## src/rtl/regfile_ctrl_pkg.sv

```systemverilog
// Shared opcode/state encodings for the register-file access controller.
package regfile_ctrl_pkg;

  localparam int OP_W = 3;

  typedef enum logic [OP_W-1:0] {
    NOP   = 3'd0,
    READ  = 3'd1,
    WRITE = 3'd2,
    COPY  = 3'd3,
    SWAP  = 3'd4,
    CLEAR = 3'd5
  } op_e;

  typedef enum logic [2:0] {
    IDLE,
    EXEC,
    SWAP2,
    CLR,
    RESP
  } state_e;

endpackage

```

## src/rtl/regfile_clr_counter.sv

```systemverilog
// N-bit sweep counter for CLEAR; done flags the last address while enabled.
module regfile_clr_counter #(
  parameter int N = 2
) (
  input  logic         clk,
  input  logic         reset,
  input  logic         en,
  output logic [N-1:0] cnt,
  output logic         done
);

  always_ff @(posedge clk) begin
    if (reset)   cnt <= '0;
    else if (en) cnt <= cnt + 1'b1;
  end

  // Wrapping back to zero after the last write leaves the counter ready for the next CLEAR.
  assign done = en && (cnt == '1);

endmodule

```

## src/rtl/regfile_access_ctrl.sv

```systemverilog
// Command-driven master for an external 2R/1W register-file RAM.
// Optional ZERO_REG_EN: address 0 reads as zero and is never written.
module regfile_access_ctrl
  import regfile_ctrl_pkg::*;
#(
  parameter int N = 2,
  parameter int M = 4
) (
  input  logic            clk,
  input  logic            reset,
  input  logic            cmd_valid,
  output logic            cmd_ready,
  input  logic [OP_W-1:0] cmd_op,
  input  logic [N-1:0]    cmd_addr_a,
  input  logic [N-1:0]    cmd_addr_b,
  input  logic [M-1:0]    cmd_data,
  output logic            rsp_valid,
  input  logic            rsp_ready,
  output logic [M-1:0]    rsp_data_a,
  output logic [M-1:0]    rsp_data_b,
  output logic            rsp_err,
  output logic            ram_we,
  output logic [N-1:0]    ram_ra1,
  output logic [N-1:0]    ram_ra2,
  output logic [N-1:0]    ram_wa,
  output logic [M-1:0]    ram_wd,
  input  logic [M-1:0]    ram_rd1,
  input  logic [M-1:0]    ram_rd2
);

`ifdef ZERO_REG_EN
  localparam bit ZREG = 1'b1;
`else
  localparam bit ZREG = 1'b0;
`endif

  state_e          state, state_nx;
  logic [OP_W-1:0] op_q;
  logic [N-1:0]    a_q, b_q;
  logic [M-1:0]    d_q;
  logic [M-1:0]    rsp_a_q, rsp_b_q;
  logic            err_q;

  logic            load_rsp;
  logic [M-1:0]    nxt_a, nxt_b;
  logic            nxt_err;
  logic            we_raw;
  logic [N-1:0]    wa;
  logic [M-1:0]    wd;
  logic            cnt_en, cnt_done;
  logic [N-1:0]    cnt;
  logic [M-1:0]    rd1, rd2;

  regfile_clr_counter #(.N(N)) u_clr_cnt (
    .clk   (clk),
    .reset (reset),
    .en    (cnt_en),
    .cnt   (cnt),
    .done  (cnt_done)
  );

  assign ram_ra1 = a_q;
  assign ram_ra2 = b_q;
  assign rd1     = (ZREG && a_q == '0) ? '0 : ram_rd1;
  assign rd2     = (ZREG && b_q == '0) ? '0 : ram_rd2;

  assign cmd_ready  = (state == IDLE);
  assign rsp_valid  = (state == RESP);
  assign rsp_data_a = rsp_a_q;
  assign rsp_data_b = rsp_b_q;
  assign rsp_err    = err_q;

  // Reset must kill any in-flight write in the same cycle it is asserted.
  assign ram_we = we_raw && !reset && !(ZREG && wa == '0);
  assign ram_wa = wa;
  assign ram_wd = wd;

  always_ff @(posedge clk) begin
    if (reset) begin
      state   <= IDLE;
      op_q    <= '0;
      a_q     <= '0;
      b_q     <= '0;
      d_q     <= '0;
      rsp_a_q <= '0;
      rsp_b_q <= '0;
      err_q   <= 1'b0;
    end else begin
      state <= state_nx;
      if (state == IDLE && cmd_valid) begin
        op_q <= cmd_op;
        a_q  <= cmd_addr_a;
        b_q  <= cmd_addr_b;
        d_q  <= cmd_data;
      end
      if (load_rsp) begin
        rsp_a_q <= nxt_a;
        rsp_b_q <= nxt_b;
        err_q   <= nxt_err;
      end
    end
  end

  always_comb begin
    state_nx = state;
    load_rsp = 1'b0;
    nxt_a    = '0;
    nxt_b    = '0;
    nxt_err  = 1'b0;
    we_raw   = 1'b0;
    wa       = a_q;
    wd       = d_q;
    cnt_en   = 1'b0;
    case (state)
      IDLE: if (cmd_valid) state_nx = EXEC;
      EXEC: begin
        load_rsp = 1'b1;
        state_nx = RESP;
        case (op_e'(op_q))
          NOP: ;
          READ: begin
            nxt_a = rd1;
            nxt_b = rd2;
          end
          WRITE: begin
            we_raw = 1'b1;
            nxt_a  = d_q;
          end
          COPY: begin
            we_raw = 1'b1;
            wa     = b_q;
            wd     = rd1;
            nxt_a  = rd1;
          end
          // Response regs double as the holding latch for old A written in SWAP2.
          SWAP: begin
            we_raw   = 1'b1;
            wd       = rd2;
            nxt_a    = rd1;
            nxt_b    = rd2;
            state_nx = SWAP2;
          end
          CLEAR: state_nx = CLR;
          default: nxt_err = 1'b1;
        endcase
      end
      SWAP2: begin
        we_raw   = 1'b1;
        wa       = b_q;
        wd       = rsp_a_q;
        state_nx = RESP;
      end
      CLR: begin
        cnt_en = 1'b1;
        we_raw = 1'b1;
        wa     = cnt;
        wd     = '0;
        if (cnt_done) state_nx = RESP;
      end
      RESP: if (rsp_ready) state_nx = IDLE;
      default: state_nx = IDLE;
    endcase
  end

endmodule

```

## config.mk

```make
export PLATFORM = sky130hd
export DESIGN_NAME = regfile_access_ctrl
export DESIGN_NICKNAME = d
export VERILOG_FILES = /design/src/rtl/regfile_ctrl_pkg.sv /design/src/rtl/regfile_clr_counter.sv /design/src/rtl/regfile_access_ctrl.sv
export SDC_FILE = /design/constraint.sdc
export NUM_CORES = 1
export LEC_CHECK = 0
export CAP_MARGIN = 20
export CORE_MARGIN = 4
export CORE_UTILIZATION = 42
export DETAILED_ROUTE_END_ITERATION = 12
export PLACE_DENSITY = 0.75
export SYNTH_ARGS = -nofsm -noshare
export SYNTH_HDL_FRONTEND = slang
export SYNTH_SLANG_ARGS = --single-unit
```

## constraint.sdc

```tcl
create_clock -name clk -period 1.6 [get_ports clk]
set_input_delay 0.16 -clock clk [delete_from_list [all_inputs] [get_ports clk]]
set_output_delay 0.16 -clock clk [all_outputs]
set_load 0.05 [all_outputs]
```

---- Word-level counts from Yosys, hierarchy flattened ----
Index checks and enable logic that the tools add are counted.
operators by class
  add/subtract/negate cells ............... 1
  multipliers ............................. 0
  divide/modulo/power cells ............... 0
  order comparisons ....................... 0
  equality and inequality tests ........... 13
  shifts and indexed selects .............. 0
  multiplexer cells ....................... 19
  bitwise logic cells ..................... 0
  reductions and logical operators ........ 12
operator list
  cell                 count
  $pmux 4 s2           2
  $pmux 3 s5           1
  $eq 3x2->1 const B   4
  $mux 4               3
  $pmux 4 s3           1
  $eq 3x3->1 const B   3
  $mux 3               3
  $eq 3x1->1 const B   2
  $logic_not 3->1      2
  $pmux 2 s3           1
  $pmux 3 s2           1
  $reduce_or 3->1      2
  $reduce_or 6->1      1
  $mux 1               5
  $ne 2x2->1 const B   2
  $reduce_or 2->1      2
  $logic_and 1x1->1    3
  $reduce_and 3->1     1
  $add 2x1->2 const B  1
  $eq 2x2->1 const B   1
  $mux 2               1
  $ne 2x1->1 const B   1
  $pmux 1 s2           1
  $logic_not 1->1      1
word-level totals
  register bits after elaboration ......... 25
  latch bits .............................. 0
  bits in writable memories ............... 0
  bits in read-only memories .............. 0
  bits of input ports ..................... 23
  memories ................................ 0

---- Longest topological paths before layout ----
  depth in word-level cells ............... 5
  mapped depth ............................ 6

---- Modules after synthesis ----
Synthesis repeated with hierarchy kept, for this count alone.
unflattened totals
  cells, all modules ...................... 160
  area, all modules ....................... 1368.8 sq um
by module, submodules not included
  module               times used  cells each  area each (sq um)  seq. area each (sq um)
  regfile_access_ctrl  1           152         1282.5             460.4
  regfile_clr_counter  1           8           86.3               40.0

---- Worst setup path after synthesis ----
No wires, ideal clock.
  kind .................................... register -> output
  start point ............................. register op_q[1]
  end point ............................... output ram_we
  arrival time ............................ 2.115 ns
  data required time ...................... 1.440 ns
  path slack .............................. -0.675 ns
  cell stages (with the launch flop) ...... 6
  buffers on the path ..................... 1
  cells stage by stage .................... dfxtp_1 buf_2 nor3b_2 a21o_1 a21oi_1 nor3_1
on the way
  cells in the longest elaborated chain, start to end .. 5
  elaborated cells on any way between the ends .. 7
  classes of those cells .................. eq/ne (3); mux (2); reduce/logical (2)
RTL lines
  element                                   RTL line                    source
  start: declaration                        regfile_access_ctrl.sv:38   logic [OP_W-1:0] op_q;
  start signal: assignment                  regfile_access_ctrl.sv:91   op_q <= cmd_op;
  $eq 3x3->1 or $eq 3x2->1 (tied branches)  regfile_access_ctrl.sv:119  case (op_e'(op_q))
  $reduce_or 3->1 (no source line) (*)      -
  $mux 1 (*)                                regfile_access_ctrl.sv:119
  $pmux 1 s2 (*)                            regfile_access_ctrl.sv:114  case (state)
  $logic_and 1x1->1 (*)                     regfile_access_ctrl.sv:74   assign ram_we = we_raw && !reset && !(ZREG && wa == '0);
  end: declaration                          regfile_access_ctrl.sv:22   output logic ram_we,
Every way passes the cells marked *; elsewhere a longest branch is shown, timed or not.

---- Worst setup path after layout ----
  start point ............................. register op_q[2]
  end point ............................... output ram_wa[0]
on the way
  cells in the longest elaborated chain, start to end .. 3
RTL lines
  element           RTL line                    source
  $eq 3x2->1        regfile_access_ctrl.sv:119
  $mux 2            regfile_access_ctrl.sv:119
  $pmux 2 s3        regfile_access_ctrl.sv:114
  end: declaration  regfile_access_ctrl.sv:25   output logic [N-1:0] ram_wa,
Every way passes these cells.

==> impl_metrics.ini <==
[critical_path]
startpoint = op_q[2]$_SDFFE_PP0P_
cp.arrival_ps = 1780
crit_fanout = 3
path_class = reg -> out
r2r_slack_ps = 150
r2r_end = rsp_data_a[2]$_SDFFE_PP0P_
start_kind = flip-flop
r2r.worst_path.cells = 7
cp-end-kind = primary output
endpoint = ram_wa[0]
worstPathRequired_ps = 1440
r2r_start = op_q[1]$_SDFFE_PP0P_

[die]
rows = 20
initial_core_util_pct = 43.73
die_x_um = 64.38
die-height_um = 64.38
io_pins = 45
coreArea_mm2 = 0.003053
die_area_mm2 = 0.004145

[cells_and_area]
area_growth_pct = 55.67
drive_above_1_share_pct = 32.31
antenna_cells = 0
final_area_mm2 = 0.002078
fillCellCount = 279
fin_util_pct = 68.07
nets = 254
regArea_um2 = 510.5
instances_no_fill = 273
multi_input_area_um2 = 808.3

[logic_synthesis]
yosysSeqAreaShare_pct = 37.49
synth_area_leaders = dfxtp_1 (37%), nand2_1 (11%), a21oi_1 (6.0%), nor2_1 (3.7%), nand3_1 (3.0%)
yosysUniqueCellTypes = 38
synth.most_common_cell = nand2_1
synth_edf_count = 0
synth_cells = 173
yosysTopAreaCell = dfxtp_1
async_flop_share_pct = 0
synth_top_area_share_pct = 37.49
ys_ff_latch = 25
synth_nets = 197
syn_area_mm2 = 0.001335
synth_common_cells = nand2_1 (38), dfxtp_1 (25), a21oi_1 (16), nor2_1 (13), nand3_1 (8)
ys.flop_type = dfxtp_1
synth_area_per_cell_um2 = 7.717
ys_warn_count = 0

[power]
ir_drop_uv = 519.2
power_mw = 1.570
powerDensity_mw_per_mm2 = 755.6
p_leak_nw = 0.8422

[placement]
port_buffers = 44
gp_congestion = 0.9130
place_inst = 265
hpwl_um = 3041
placed_area_mm2 = 0.001947

[timing]
timing.fmax_ghz = 0.5162
rsz0062_at_grt = true
worst_slew_pin_slew_ps = 352.8
setup-violations-final = 7
hold_viol = 0
finalCritPeriodShare_pct = 121.1
maxSlewViolCount = 0
fin_ws_ps = -337.3
slew_headroom_pct = 76.42
skew_ps = 1.270
finalCriticalPeriod_ps = 1937

[routing]
antenna_left = 0
first_pass_iters = 4
wl_per_cell_um = 14.63
vias = 1478
route.detailed.drc = 0
drt_wl_total_um = 3993
drtIter0Drc = 104
viasPerCell = 5.414

[grt]
track_usage_pct = 20.14
overflow = 0
grt_pass1_wl_um = 6693
grt_pass1_vias = 1462
grt_max_degree = 16
antenna_found_initial = 0

[clocking]
numCtsBuffers = 3
ctsLongestPathBuffers = 2
cts_tree = yes
cts_max_level = 1
root_buffer = clkbuf_4
clkTransAtPathRegs_ps = 150
hold_buffers = 0
clock_sinks = 25
clk_latency_ps = 330

[outcome]
violations = negative setup slack
status = complete, but fails checks

[job]
max_cap_violations = 0

[hold_path]
hold_class = in -> reg
[power by group]
group	internal (mW)	switching, mW	leakage [nW]	total, mW
sequential	0.657	0.0334	0.207	0.691
clock	0.0957	0.213	0.0139	0.309
combinational	0.260	0.311	0.621	0.571
[flip-flops by register name (all words and copies together) (netlist names)]
name / count
d_q: 4
rsp_data_a: 4
rsp_data_b: 4
op_q: 3
state: 3
ram_ra1: 2
ram_ra2: 2
u_clr_cnt.cnt: 2
rsp_err: 1
[what timing repair did]
action | 4_1_cts | 5_1_grt
setup endpoints to repair | 7 | 12
setup buffers | 3 | 1
pin swaps | 6 | 5
gates resized for setup | 14 | 10
[worst max-delay path, stage by stage (launching register included)]
cell and delay, ps:
dfxtp_2 360, and3b_2 250, a21oi_1 60, or2_1 240, a221o_2 380, buf_8 160
[per-layer routing]
metal	vias to the layer above	track usage [%]	routed length [um]
met5	-	0	0
met4	0	3.958	31
met3	5	4.745	302
met2	53	36.34	1993
met1	698	24.22	1665
li1	722	-	-
[worst min-delay path by stage]
stage	from	endpoint	slack [ps]	cells after the start
6_report	cmd_addr_a[1]	ram_ra1[1]$_SDFFE_PP0P_	350	3
5_1_grt	cmd_addr_a[0]	ram_ra1[0]$_SDFFE_PP0P_	340	3
4_1_cts	cmd_addr_a[0]	ram_ra1[0]$_SDFFE_PP0P_	350	3
3_5_place_dp	rsp_err$_SDFFE_PP0P_	rsp_err$_SDFFE_PP0P_	440	2
3_3_place_gp	rsp_err$_SDFFE_PP0P_	rsp_err$_SDFFE_PP0P_	440	2
2_1_floorplan	cmd_data[0]	d_q[0]$_SDFFE_PP0P_	300	2
[logic make-up (layout without fill, tap and decap cells)]
| kind of cell | Yosys count | count (layout) | synth area share [%] |
|---|---|---|---|
| simple gates | 84 | 84 | 30.18 |
| mux | 1 | 1 | 0.8434 |
| compound gates | 43 | 43 | 22.31 |
| buf+inv | 17 | 73 | 6.934 |
| flops | 25 | 25 | 37.49 |
| fa+ha+maj | 1 | 1 | 0.9371 |
| xor+xnor | 2 | 2 | 1.312 |
[layout make-up]
type	instances	share of cell area (%)
repair buffers	66	31.79
flip-flops and latches	25	24.56
multi-input cells	131	38.89
clock inverters	1	0.3612
well taps	44	2.649
inverters	3	0.6623
clock buffers	3	1.084
[placed cells by master (no fill, tap or decap), types with 2 or more instances in the layout]
cell type        synthesis  layout
nor2b_1                  2       2
a32oi_1                  3       2
nor3_4                   1       3
buf_4                    2      32
nor3_1                   7       5
dfxtp_1                 25      19
o21ai_0                  4       4
nand3_1                  8       8
buf_12                   0       7
a221o_2                  0       2
buf_6                    2       4
dfxtp_2                  0       5
a221oi_1                 4       4
a21oi_2                  0       2
nand2b_1                 5       5
a22o_2                   0       4
inv_1                    3       2
clkdlybuf4s50_1          0      22
a22oi_1                  5       5
and2_1                   2       2
nand2_1                 38      38
a21oi_1                 16      14
nor2_1                  13      12
clkbuf_4                 0       3
and3_1                   2       2
[stage by stage]
stage                     hold slack (ps)  TNS, ps  setup slack, ps
after floorplan                     296.0   -69.27           -69.27
after global placement              441.6        0            14.79
after detailed placement            444.3   -25.31           -10.78
after CTS                           349.0    -1813           -310.1
after global routing                337.7    -2501           -410.4
final                               351.6    -1920           -337.3
No activity file was read; power rests on OpenSTA's default activity.
